### config.mk
export PLATFORM = sky130hd
export DESIGN_NAME = mux_pipe_reg
export DESIGN_NICKNAME = d
export VERILOG_FILES = /design/src/rtl/mux_pipe_reg.sv
export SDC_FILE = /design/constraint.sdc
export NUM_CORES = 1
export LEC_CHECK = 0
export ABC_AREA = 0
export BUFFER_PORTS_ARGS = -buffer_cell sky130_fd_sc_hd__buf_2
export CORE_ASPECT_RATIO = 1.25
export CORE_MARGIN = 2
export CORE_UTILIZATION = 44
export DETAILED_ROUTE_END_ITERATION = 16
export HOLD_SLACK_MARGIN = 0.02
export PLACE_DENSITY = 0.87
export SYNTH_ARGS = -nofsm -noshare
export SYNTH_HDL_FRONTEND = slang
export SYNTH_SLANG_ARGS = --single-unit
### constraint.sdc
create_clock -name clk -period 1.11 [get_ports clk]
set_input_delay 0.1665 -clock clk [delete_from_list [all_inputs] [get_ports clk]]
set_output_delay 0.1665 -clock clk [all_outputs]
set_load 0.1 [all_outputs]
### src/rtl/mux_pipe_reg.sv
// mux_pipe_reg: N-way registered selector with valid/stall/flush; MUXPIPE_ERR_EN builds the out-of-range select error pulse and counter.
module mux_pipe_reg #(
  parameter int K = 32,
  parameter int N = 4,
  localparam int SW = (N > 1) ? $clog2(N) : 1
) (
  input  logic           clk,
  input  logic           rst_n,
  input  logic [N*K-1:0] din_i,
  input  logic [SW-1:0]  sel_i,
  input  logic           valid_i,
  input  logic           stall_i,
  input  logic           flush_i,
  output logic [K-1:0]   data_o,
  output logic           valid_o,
  output logic           err_o,
  output logic [7:0]     err_cnt_o
);
  logic [K-1:0] w_data;
  logic         w_ok;
  logic         w_take;
  logic [K-1:0] r_data;
  logic         r_valid;
  assign w_ok   = int'(sel_i) < N;
  assign w_take = valid_i & w_ok;
  // AND-OR decode keeps every channel an equal-depth path
  always_comb begin
    w_data = '0;
    for (int c = 0; c < N; c++) w_data = w_data | (din_i[c*K +: K] & {K{sel_i == SW'(c)}});
  end
  always_ff @(posedge clk or negedge rst_n)
    if (!rst_n) begin
      r_data  <= '0;
      r_valid <= 1'b0;
    end else if (flush_i) begin
      r_data  <= '0;
      r_valid <= 1'b0;
    end else if (!stall_i) begin
      r_valid <= w_take;
      if (w_take) r_data <= w_data;
    end
  assign data_o  = r_data;
  assign valid_o = r_valid;
`ifdef MUXPIPE_ERR_EN
  logic       w_bad;
  logic       r_err;
  logic [7:0] r_cnt;
  assign w_bad = valid_i & ~w_ok & ~stall_i & ~flush_i;
  always_ff @(posedge clk or negedge rst_n)
    if (!rst_n) begin
      r_err <= 1'b0;
      r_cnt <= 8'd0;
    end else begin
      r_err <= w_bad;
      if (w_bad && r_cnt != 8'hff) r_cnt <= r_cnt + 8'd1;
    end
  assign err_o     = r_err;
  assign err_cnt_o = r_cnt;
`else
  assign err_o     = 1'b0;
  assign err_cnt_o = 8'd0;
`endif
endmodule
# Word level (Yosys, flattened, before mapping)

Cells that the tools add are included.

Register bits after elaboration: 33
Input bits: 135

Equality and inequality tests: 4
Muxes and demuxes: 5
Bitwise gates (word level): 7
Reductions and logical operators: 3

Operator list:

| cell                                                                     | count |
|---|---|
| 32-bit bitwise AND                                                       | 4 |
| 32-bit 2-to-1 mux                                                        | 3 |
| 32-bit OR                                                                | 3 |
| 2-bit equality test (second input constant)                              | 2 |
| 2-bit by 1-bit equality test with 1-bit output (second input constant)   | 1 |
| 2-bit zero test                                                          | 1 |
| 1-bit 2-to-1 mux                                                         | 2 |
| 2-bit by 1-bit inequality test with 1-bit output (second input constant) | 1 |
| 2-bit AND reduction                                                      | 1 |
| 2-bit nonzero test                                                       | 1 |

# Longest topological paths before layout

Depth after elaboration: 8
Mapped depth: 5
Depth with buffers taken out: 3

# Worst setup path before layout

No wires, ideal clock.

Kind: register to register
From: reg valid_o (netlist name)
To: reg r_valid (netlist: valid_o)
Setup time: 74 ps
Arrival time: 1160 ps
Path slack: -124 ps
Cell stages (with the launch flop): 3
Path buffers: 0
Clock period less this slack: 1234 ps
Cells stage by stage: dfrtp_1 -> mux2i_1 -> nor2_1

RTL lines:

| item                 | line | source |
|---|---|---|
| end signal, assigned | 39   | `r_valid <= w_take;` |
| end, declared        | 23   | `logic r_valid;` |

# Worst setup path after layout

From: reg r_data[4] (netlist: data_o[4])
To: out data_o[4]

RTL lines:

| item                   | line | source |
|---|---|---|
| start, declared        | 22   | `logic [K-1:0] r_data;` |
| start signal, assigned | 40   | `if (w_take) r_data <= w_data;` |
| end, declared          | 14   | `output logic [K-1:0] data_o,` |

No word-level cell between the ends.

==> results.toml <==
[route]
wl_per_cell_um = 16.03
drc = 0
drt_pass1_iterations = 4
first_iter_violations = 65
antenna_left = 0
vias_per_cell = 5.196
vias = 2255
wirelength_um = 6957

[critical_path]
crit_path_start_kind = "flop"
slowest_stage = "dfrtp_1"
cp_max_fo = 2
worstPathArrival_ps = 890
crit_family = "flip-flops"
worst_path_largest_cell_delay_ps = 420
crit_chain = "buf_12"
worstPathRequired_ps = 940
endpoint_kind = "primary output"
crit_buf_inv = 1
worstSetupPathType = "reg2out"

[clock_network]
clock_tree.buffer_depth = 2
cts_tree = "yes"
clk_pin_slew_ps = 70
cts_buffers = 5
htreeDepth = 2
clkLatencyLatePin_ps = 270
cts_resized = 0
cts.sinks = 33
cts_root_buf = "clkbuf_8"

[die]
start_util = 0.4604
die_h_um = 86.10
num_rows = 29
ioPinCount = 177
die_w_um = 69.68
die_area_um2 = 5999
core_um2 = 5152

[layout]
multi_input_area_um2 = 1358
drive_gt1_frac = 0.6102
fillCellCount = 339
area_delta_synth_final_pct = 65.35
final_nets = 506
layout_commonest_cell = "buf_2"
final_area_um2 = 3923
fin_cells = 434
antenna_cells = 0
seq_area_um2 = 829.5
layout_common_cells = "buf_2, mux2i_1, buf_12, a21o_1"

[synthesis]
synth_edf_count = 0
synthTopCellsByArea = "dfrtp_1, mux2i_1, o22ai_2, a21o_1, buf_4"
ys_async_sr_fraction = 1.000
ys_ff_latch = 33
avgSynthCellArea_um2 = 12.10
synth_seq_area_share = 0.3481
synth.top_cell.area_share = 0.3481
synth_top_cell_by_area = "dfrtp_1"
synthCells = 196
netlist_area_um2 = 2372
synthFlopType = "dfrtp_1"
yosysWarnings = 0
yosysUniqueCellTypes = 18

[timing]
clock_skew_ps = 0
hold_viol = 0
fmax_ghz = 0.9490
holdWs_ps = 166.8
min_period_over_period = 0.9493
rsz0062_at_grt = "no"
setup-violations-final = 0
finalMaxSlewViolations = 0
finalCriticalPeriod_ps = 1054

[outcome]
outcome = "complete, no violations"

[power]
p_total_w = 0.003941
ir_drop_uv = 655.1
p_per_area_nw_per_um2 = 1005
leakage_nw = 2.276

[place]
dpl.hpwl_um = 5819
io_buffers = 167
dp_cells = 425
postPlaceCellArea_um2 = 3832
gp_congestion = 0.7537

[grt]
grt_pass1_vias = 2402
grt_pass1_wl_um = 11070
track_usage = 0.2336
antenna_found_initial = 0
overflow = 0
grt_max_degree = 21

[flow_run]
drv_cap = 0

[min_path]
hold_class = "in2reg"
-- area by class of cell --
| type | instances | share of cell area |
|---|---|---|
| clock buffers | 8 | 0.02041 |
| inverters | 1 | 0.0009569 |
| flip-flops and latches | 33 | 0.2115 |
| well taps | 62 | 0.01978 |
| repair buffers | 187 | 0.4013 |
| multi-input cells | 143 | 0.3461 |
-- sequential cells by signal, summed over array words and instances, names as in the netlist --
name and count:
valid_o 1, data_o 32
-- power breakdown --
part | switching [W] | total, W | leakage, nW | internal, W
registers | 0.0000819 | 0.00136 | 0.443 | 0.00127
logic | 0.00104 | 0.00174 | 1.79 | 0.000700
clock network | 0.000404 | 0.000849 | 0.0395 | 0.000445
total | 0.00152 | 0.00394 | 2.28 | 0.00242
-- final timing paths --
kind                       slack [ps]  cells after the start        from    endpoint
min in group asynchronous         360                      2       rst_n  data_o[16]
setup reg to reg                  300                      1  data_o[12]  data_o[12]
max in group asynchronous         310                      3       rst_n  data_o[12]
hold / removal                    170                      3     flush_i     valid_o
hold reg to reg                   530                      1  data_o[13]  data_o[13]
setup / recovery                   60                      1   data_o[4]   data_o[4]
-- synth_stat cells, types with 2 or more instances --
| cell | n |
|---|---|
| buf_4 | 10 |
| dfrtp_1 | 33 |
| dlygate4sd1_1 | 3 |
| a21o_1 | 31 |
| mux2i_1 | 65 |
| o22ai_2 | 30 |
| buf_8 | 2 |
| nor2_1 | 3 |
| buf_2 | 5 |
| buf_6 | 6 |
-- metrics by stage --
step / setup WS (ps) / TNS (ps) / util
floorplan: -77.44 / -2323 / -
global placement: -197.3 / -5313 / 0.7438
detailed placement: -229.5 / -6011 / 0.7438
CTS: 40.23 / 0 / 0.7613
global route: 24.12 / 0 / 0.7613
finish: 56.29 / 0 / 0.7613
-- cells by family after synthesis --
family | count (synthesis) | synth area share
muxes | 65 | 0.2743
buffers and inverters | 28 | 0.09757
AOI/OAI and AO/OA | 64 | 0.2648
other | 1 | 0.001581
and+or+nand+nor | 5 | 0.01371
DFF | 33 | 0.3481
-- metal layers --
metal / vias up / global-route usage / routed length (um) / part of all wire
met5: - / 0 / 0 / 0
met4: 0 / 0.1084 / 192 / 0.028
met3: 19 / 0.04935 / 438 / 0.063
met2: 108 / 0.4510 / 4006 / 0.58
met1: 1057 / 0.2387 / 2320 / 0.33
li1: 1071 / - / - / -
-- repair_timing --
item	in CTS	in global routing
hold buffers	1	0
hold endpoints to repair	14	0
endpoints found under the setup margin	0	0
setup buffers	0	0
(Power assumes the default switching activity.)
